`src/rtl/multicycle_controller.sv`:
```
// Control FSM for the shared multi-cycle MIPS datapath: one state per micro-step,
// a decoded control word per state, memory handshake waits and a retired-instruction counter.
module multicycle_controller #(
  parameter int CNT_W = 32
) (
  input  logic             clk,
  input  logic             reset,
  input  logic [5:0]       OpCode,
  input  logic [5:0]       Funct,
  input  logic             mem_ready,
  output logic             PCWrite,
  output logic             PCWriteCond,
  output logic             IorD,
  output logic             MemRead,
  output logic             MemWrite,
  output logic             IRWrite,
  output logic             RegWrite,
  output logic [1:0]       RegDst,
  output logic [1:0]       MemtoReg,
  output logic [1:0]       ALUSrcA,
  output logic [1:0]       ALUSrcB,
  output logic [3:0]       ALUOp,
  output logic [1:0]       PCSource,
  output logic [2:0]       Branch,
  output logic             ExtOp,
  output logic             LuiOp,
  output logic             illegal,
  output logic [CNT_W-1:0] inst_count,
  output logic [3:0]       state
);

  typedef enum logic [3:0] {
    S_INIT, S_FETCH, S_DECODE, S_MEMADDR, S_MEMRD, S_MEMWB, S_MEMWR,
    S_EXEC_R, S_EXEC_I, S_ALUWB, S_BRANCH, S_JUMP, S_JUMPR
  } state_t;

  localparam logic [5:0] OP_RTYPE = 6'h00, OP_BLTZ = 6'h01, OP_J     = 6'h02, OP_JAL   = 6'h03;
  localparam logic [5:0] OP_BEQ   = 6'h04, OP_BNE  = 6'h05, OP_BLEZ  = 6'h06, OP_BGTZ  = 6'h07;
  localparam logic [5:0] OP_ADDI  = 6'h08, OP_ADDIU = 6'h09, OP_SLTI = 6'h0A, OP_SLTIU = 6'h0B;
  localparam logic [5:0] OP_ANDI  = 6'h0C, OP_LUI  = 6'h0F, OP_LW    = 6'h23, OP_SW    = 6'h2B;
  localparam logic [5:0] F_JR = 6'h08, F_JALR = 6'h09;

  state_t cur, nxt;

  function automatic logic legal_funct(input logic [5:0] f);
    case (f)
      6'h00, 6'h02, 6'h03, 6'h04, 6'h06, 6'h07, 6'h08, 6'h09,
      6'h20, 6'h21, 6'h22, 6'h23, 6'h24, 6'h25, 6'h26, 6'h27,
      6'h2A, 6'h2B: legal_funct = 1'b1;
      default:      legal_funct = 1'b0;
    endcase
  endfunction

  logic is_r, is_mem, is_imm, is_br, is_jmp, is_jr, decodable, fixed_shift, any_shift;
  logic [2:0] imm_class;

  assign is_r        = (OpCode == OP_RTYPE) && legal_funct(Funct);
  assign is_jr       = is_r && (Funct == F_JR || Funct == F_JALR);
  assign is_mem      = (OpCode == OP_LW) || (OpCode == OP_SW);
  assign is_imm      = OpCode inside {OP_ADDI, OP_ADDIU, OP_ANDI, OP_SLTI, OP_SLTIU, OP_LUI};
  assign is_br       = OpCode inside {OP_BEQ, OP_BNE, OP_BLEZ, OP_BGTZ, OP_BLTZ};
  assign is_jmp      = (OpCode == OP_J) || (OpCode == OP_JAL);
  assign decodable   = is_r || is_mem || is_imm || is_br || is_jmp;
  assign fixed_shift = Funct inside {6'h00, 6'h02, 6'h03};
  assign any_shift   = Funct inside {6'h00, 6'h02, 6'h03, 6'h04, 6'h06, 6'h07};
  assign imm_class   = (OpCode == OP_ANDI) ? 3'b100 :
                       (OpCode == OP_SLTI || OpCode == OP_SLTIU) ? 3'b101 : 3'b000;
  assign state       = cur;

  always_comb begin
    nxt = S_FETCH;
    case (cur)
      S_INIT:    nxt = S_FETCH;
      S_FETCH:   nxt = mem_ready ? S_DECODE : S_FETCH;
      S_DECODE: begin
        if (is_mem)      nxt = S_MEMADDR;
        else if (is_jr)  nxt = S_JUMPR;
        else if (is_r)   nxt = S_EXEC_R;
        else if (is_imm) nxt = S_EXEC_I;
        else if (is_br)  nxt = S_BRANCH;
        else if (is_jmp) nxt = S_JUMP;
        else             nxt = S_FETCH;
      end
      S_MEMADDR: nxt = (OpCode == OP_LW) ? S_MEMRD : S_MEMWR;
      S_MEMRD:   nxt = mem_ready ? S_MEMWB : S_MEMRD;
      S_MEMWR:   nxt = mem_ready ? S_FETCH : S_MEMWR;
      S_EXEC_R, S_EXEC_I: nxt = S_ALUWB;
      default:   nxt = S_FETCH;
    endcase
  end

  // NOTE: every control output gets a default before the case so no path leaves one unassigned (no latches).
  always_comb begin
    {PCWrite, PCWriteCond, IorD, MemRead, MemWrite, IRWrite, RegWrite, ExtOp, LuiOp, illegal} = '0;
    {RegDst, MemtoReg, ALUSrcA, ALUSrcB, PCSource} = '0;
    ALUOp  = '0;
    Branch = '0;
    case (cur)
      S_FETCH: begin
        MemRead = 1'b1;
        ALUSrcB = 2'b01;
        ExtOp   = 1'b1;
        IRWrite = mem_ready;
        PCWrite = mem_ready;
      end
      S_DECODE: begin
        ALUSrcB = 2'b11;
        ExtOp   = (OpCode != OP_ANDI);
        illegal = !decodable;
      end
      S_MEMADDR: begin
        ALUSrcA = 2'b01;
        ALUSrcB = 2'b10;
        ExtOp   = 1'b1;
      end
      S_MEMRD:  begin MemRead = 1'b1;  IorD = 1'b1; ExtOp = 1'b1; end
      S_MEMWB:  begin RegWrite = 1'b1; ExtOp = 1'b1; end
      S_MEMWR:  begin MemWrite = 1'b1; IorD = 1'b1; ExtOp = 1'b1; end
      S_EXEC_R: begin
        ALUOp   = 4'b0010;
        ALUSrcA = fixed_shift ? 2'b10 : 2'b01;
        ExtOp   = !any_shift;
      end
      S_EXEC_I: begin
        ALUSrcA = 2'b01;
        ALUSrcB = 2'b10;
        ALUOp   = {OpCode[0], imm_class};
        LuiOp   = (OpCode == OP_LUI);
        ExtOp   = (OpCode != OP_ANDI);
      end
      S_ALUWB: begin
        RegWrite = 1'b1;
        MemtoReg = 2'b01;
        RegDst   = (OpCode == OP_RTYPE) ? 2'b01 : 2'b00;
        ExtOp    = (OpCode != OP_ANDI);
      end
      S_BRANCH: begin
        ALUSrcA     = 2'b01;
        ALUOp       = {OpCode[0], 3'b001};
        Branch      = OpCode[2:0];
        PCWriteCond = 1'b1;
        PCSource    = 2'b01;
        ExtOp       = 1'b1;
      end
      S_JUMP: begin
        PCWrite  = 1'b1;
        PCSource = 2'b10;
        ExtOp    = 1'b1;
        if (OpCode == OP_JAL) begin
          RegWrite = 1'b1;
          RegDst   = 2'b10;
          MemtoReg = 2'b10;
        end
      end
      S_JUMPR: begin
        PCWrite  = 1'b1;
        PCSource = 2'b11;
        ExtOp    = 1'b1;
        if (Funct == F_JALR) begin
          RegWrite = 1'b1;
          RegDst   = 2'b01;
          MemtoReg = 2'b10;
        end
      end
      default: ;
    endcase
  end

  // NOTE: sequential state uses non-blocking assignments so every register samples pre-edge values.
  always_ff @(posedge clk) begin
    if (!reset) begin
      cur        <= S_INIT;
      inst_count <= '0;
    end else begin
      cur <= nxt;
      // An instruction retires on entry to FETCH, except the post-reset and illegal paths.
      if (nxt == S_FETCH && cur != S_FETCH && cur != S_INIT && cur != S_DECODE)
        inst_count <= inst_count + 1'b1;
    end
  end

endmodule
```
`config.mk`:
```
export PLATFORM = sky130hd
export DESIGN_NAME = multicycle_controller
export DESIGN_NICKNAME = d
export VERILOG_FILES = /design/src/rtl/multicycle_controller.sv
export SDC_FILE = /design/constraint.sdc
export NUM_CORES = 1
export LEC_CHECK = 0
export ABC_CLOCK_PERIOD_IN_PS = 1700
export CORE_MARGIN = 2
export CORE_UTILIZATION = 35
export CTS_CLUSTER_SIZE = 25
export DETAILED_ROUTE_END_ITERATION = 8
export PLACE_DENSITY_LB_ADDON = 0.05
export SYNTH_ARGS = -nofsm -noshare
export SYNTH_HDL_FRONTEND = slang
export SYNTH_SLANG_ARGS = --single-unit
```
`constraint.sdc`:
```
create_clock -name clk -period 1.7 [get_ports clk]
set_input_delay 0.34 -clock clk [delete_from_list [all_inputs] [get_ports clk]]
set_output_delay 0.34 -clock clk [all_outputs]
set_load 0.005 [all_outputs]
```
# After elaboration in Yosys (flattened, before gate mapping)
# Memory sizes are Yosys's and may differ from the RTL's.
# Index checks and enable logic that the tools add are counted.
[word_totals] register_bits=36 word_cells=110 output_inout_bits=63 inputBits=15 n_memories=1 rom_bits=64
[memory_table] name="(name not given)" depth=64 word_bits=1 read_ports=1 rd_clocked_by_memory_dff=0 write_ports=0 line="46" text="case (f)"
[classes] n_reduce_logical=31 add_sub_neg=1 n_eq_ne=38 mux=37
[op_table] cell="== test 6 x 4 -> 1 bit, second input constant" n=8
[op_table] cell="== test 6 x 3 -> 1 bit, second input constant" n=7
[op_table] cell="adder 32 x 1 -> 32 bit, second input constant" n=1
[op_table] cell="== test 6 x 2 -> 1 bit, second input constant" n=4
[op_table] cell="two-way mux 4 bit" n=6
[op_table] cell="one-hot mux 2 bit (3 select lines)" n=4
[op_table] cell="one-hot mux 4 bit (6 select lines)" n=1
[op_table] cell="== test 4 bit, second input constant" n=5
[op_table] cell="== test 4 x 3 -> 1 bit, second input constant" n=4
[op_table] cell="== test 6 bit, second input constant" n=2
[op_table] cell="zero test 6 bit" n=2
[op_table] cell="two-way mux 1 bit" n=12
[op_table] cell="two-way mux 3 bit" n=4
[op_table] cell="one-hot mux 4 bit (3 select lines)" n=1
[op_table] cell="nonzero test 6 bit" n=2
[op_table] cell="OR reduction 2 bit" n=6
[op_table] cell="two-way mux 2 bit" n=5
[op_table] cell="== test 4 x 1 -> 1 bit, second input constant" n=2
[op_table] cell="== test 4 x 2 -> 1 bit, second input constant" n=2
[op_table] cell="logical OR 1 bit" n=8
[op_table] cell="OR reduction 8 bit" n=1
[op_table] cell="== test 6 x 1 -> 1 bit, second input constant" n=1
[op_table] cell="!= test 6 x 4 -> 1 bit, second input constant" n=1
[op_table] cell="one-hot mux 1 bit (3 select lines)" n=2
[op_table] cell="other kinds (10)" n=16

# Longest topological paths before layout
[depth] depth_word=13 mapped_depth=7 depth_no_buf=6

# Least setup slack after synthesis
# Ideal clock, no wire load.
[synth_path] kind="register -> output" from="reg cur[0], in the netlist state[0]" to="out RegWrite" t_arrival_ps=1441 stages_incl_launch_ff=6 path_buffers=1 t_required_ps=1360 path_slack_ps=-81 path_cell_list="dfxtp_1 > clkbuf_1 > nand2_1 > nor4_1 > nand2b_1 > a21o_1"
[synth_between] elab_chain_len=3 word_cells_on_any_way=6 classes_between="eq/ne: 4; mux: 1; reduce/logical: 1"
[synth_lines] item="start: declaration" line="43" text="state_t cur, nxt;"
[synth_lines] item="start signal: assignment" line="175" text="cur <= nxt;"
[synth_lines] item="== test 4 bit / == test 4 x 3 -> 1 bit (equally long branches)" line="98" text="case (cur)"
[synth_lines] item="OR reduction 2 bit (no line)"
[synth_lines] item="one-hot mux 1 bit (3 select lines) *" line="98"
[synth_lines] item="end: declaration" line="17" text="output logic RegWrite,"
# Mark *: on every way between the ends. The rest lies on a longest branch, timed or not.

# Worst setup path after layout
[layout_path] from="reg cur[1], in the netlist state[1]" to="reg inst_count[18]"
[layout_between] elab_chain_len=7 word_cells_on_any_way=16 classes_between="eq/ne: 10; mux: 1; reduce/logical: 5"
[layout_lines] item="== test 4 bit / == test 4 x 3 -> 1 bit (equally long branches)" line="72" text="case (cur)"
[layout_lines] item="OR reduction 2 bit" line="72"
[layout_lines] item="one-hot mux 4 bit (6 select lines)" line="72"
[layout_lines] item="== test 4 x 1 -> 1 bit" line="177" text="if (nxt == S_FETCH && cur != S_FETCH && cur != S_INIT && cur != S_DECODE)"
[layout_lines] item="logical AND 1 bit (2 in a row)" line="177"
[layout_lines] item="logical AND 1 bit *" line="177"
[layout_lines] item="end signal: assignment" line="178" text="inst_count <= inst_count + 1'b1;"
[layout_lines] item="end: declaration" line="28" text="output logic [CNT_W-1:0] inst_count,"
# Marked as above.
# A chain may end at the register's enable or synchronous reset.

==> results_dict.tcl <==
set metrics [dict create \
    synth_edf_count 0 \
    start_kind "register" \
    num_rows 30 \
    io_buffers 77 \
    grt_pass1_wl_mm 14.52 \
    first_iter_violations 114 \
    finalHoldViolCount 0 \
    synth.area.top_cells "dfxtp_1, nor2_1, nand2_1" \
    synth_common_cells "dfxtp_1, nor2_1, nand2_1" \
    maxSlewViolCount 0 \
    async_reset_ff_share_pct 0 \
    vias 3132 \
    drive_above_1_share_pct 50.48 \
    ys.flop_type "dfxtp_1" \
    drt-total-wl_mm 9.254 \
    maxCapViolCount 0 \
    grt_setup_unrepaired "yes" \
    tightest_slew_ps 333.7 \
    synth_area_mm2 0.002467 \
    switching_share_pct 28.32 \
    outcome "finished with violations" \
    gp_congestion 0.8081 \
    die_w_um 87.96 \
    p_comb_share_pct 26.8 \
    ios 78 \
    power.density_mw_per_mm2 428.0 \
    timing.final.crit_share_pct 117.5 \
    yosysTopAreaCell "dfxtp_1" \
    reg2reg_slack_ps -300 \
    seqPwrFrac_pct 41.8 \
    intPower_mw 1.472 \
    synth_top_area_share_pct 29.21 \
    critPathCaptureType "register" \
    wire_per_inst_um 15.05 \
    synth_cell_types 63 \
    grt_pass1_vias 2999 \
    critPathKind "register to register" \
    cts_buffers 5 \
    dr.pass1.iters 4 \
    p_sw_mw 0.5812 \
    clock_power_share_pct 31.5 \
    period_needed_ps 1997 \
    routed_via_density 5.093 \
    syn-num-nets 335 \
    final_util_pct 70.59 \
    yosysWarnings 0 \
    antenna_found_initial 0 \
    synth.avg_cell_area_um2 7.735 \
    final_nets 534 \
    die_h_um 87.96 \
    cts_root_buf "clkbuf_8" \
    fin_skew_ps 10.38 \
    crit_required_ps 1920 \
    drt.antenna.violating_nets 0 \
    setup_viol 53 \
    diodes 0 \
    dpl.hpwl_mm 5.864 \
    initial_core_util_pct 36.32 \
    clock-sinks 36 \
    insertion_delay_ps 290 \
    max_slew_margin_pct 77.59 \
    vdd_drop_max_v 0.0004354 \
    synthCells 319 \
    ys_ff_latch 36 \
    grt_overflow 0 \
    violations "negative setup slack" \
    synth_seq_area_share_pct 29.21 \
    dieArea_mm2 0.007737 \
    cp_max_fo 6 \
    p_leak_nw 1.936 \
    drc 0 \
    htree_levels 2 \
    min_path_type "primary input to register" \
    grtUsageTotal_pct 23.52 \
    crit_arrival_ps 2220 \
    cts_tree "yes" \
    grt_max_degree 17 \
    fin_ws_ps -297.1 \
    fmax_mhz 500.7 \
    clk_path_buf_depth 2 \
    synthToLayoutAreaGrowth_pct 94.37 \
    coreArea_mm2 0.006794 \
    path_clk_slew_ps 80 \
    preCtsSetupSlack_ps -986.0 \
]
## worst paths after layout
| kind | from | endpoint | cells past startpoint |
|---|---|---|---|
| setup / recovery | state[1]$_SDFF_PN0_ | inst_count[18]$_SDFFE_PN0P_ | 9 |
| hold / removal | OpCode[2] | state[0]$_SDFF_PN0_ | 4 |
| setup reg to reg | state[1]$_SDFF_PN0_ | inst_count[18]$_SDFFE_PN0P_ | 9 |
| hold reg to reg | inst_count[30]$_SDFFE_PN0P_ | inst_count[30]$_SDFFE_PN0P_ | 2 |
## critical path, cell delays in order (launching register included)
cell and delay, ps:
dfxtp_4 360, buf_6 130, buf_4 140, and2b_2 240, o21a_4 170, o2111ai_4 120, buf_4 170, buf_6 120
or3_1 340, a21oi_1 140
## cell families after synthesis
group / count (synthesis) / share of synthesized area (%)
AOI/OAI and AO/OA: 80 / 23.78
xor gates and xnor gates: 16 / 5.679
adders and majority gates: 2 / 0.9127
buffers and inverters: 28 / 5.324
DFF: 36 / 29.21
muxes: 4 / 1.623
and+or+nand+nor: 153 / 33.47
## per-layer routing
| metal | global-route usage (%) | vias to the layer above | wire length, um |
|---|---|---|---|
| met5 | 0 | - | 0 |
| met4 | 5.175 | 0 | 87 |
| met3 | 3.582 | 6 | 191 |
| met2 | 38.02 | 47 | 4542 |
| met1 | 33.11 | 1512 | 4433 |
| li1 | - | 1567 | - |
## stage by stage
step	total power [mW]	setup TNS [ps]	hold slack, ps	instances	area [um^2]
after detailed placement	1.254	-26490	491.5	563	3944
after global placement	1.254	-26070	488.6	563	3944
after global routing	2.145	-10570	487.3	615	4796
after CTS	1.979	-5112	437.3	608	4588
after floorplan	1.029	0	462.3	319	2480
final	2.053	-6906	461.8	615	4796
## registers in the layout (all words and copies together), names as in the netlist
signal / flops
inst_count: 32
state: 4
## power groups by stage
stage          clock network (mW)  registers, mW  logic, mW
2_1_floorplan                   0          0.877      0.152
6_report                    0.646          0.857      0.549
5_1_grt                     0.706          0.857      0.581
3_5_place_dp                    0          0.873      0.381
4_1_cts                     0.653          0.857      0.469
3_3_place_gp                    0          0.874      0.381
## cells in the final DEF, fill, tap and decap left out, types with 9 or more instances in the layout
master and instances:
inv_1 9, buf_6 36, nand2_1 22, or3_1 11
a21oi_1 16, nand3_1 13, buf_2 26, nor2_1 25
buf_4 99, xnor2_1 9, o21ai_0 14, nand4_1 9
dfxtp_1 31, clkdlybuf4s50_1 33
## final cells by class
class	count	area (um^2)
Multi-Input combinational cell	255	2014
Clock buffer	7	86.33
Timing Repair Buffer	209	1792
Clock inverter	1	7.507
Tap cell	96	120.1
Sequential cell	36	732.0
Fill cell	539	1998
Inverter	11	43.79
## repair_timing
item	in CTS	in global routing
gates cloned	1	0
gates resized for setup	257	49
setup buffers	38	11
setup endpoints to repair	66	61
pin swaps	38	29
hold buffers	0	0
Power figures use the tool's default switching activity.
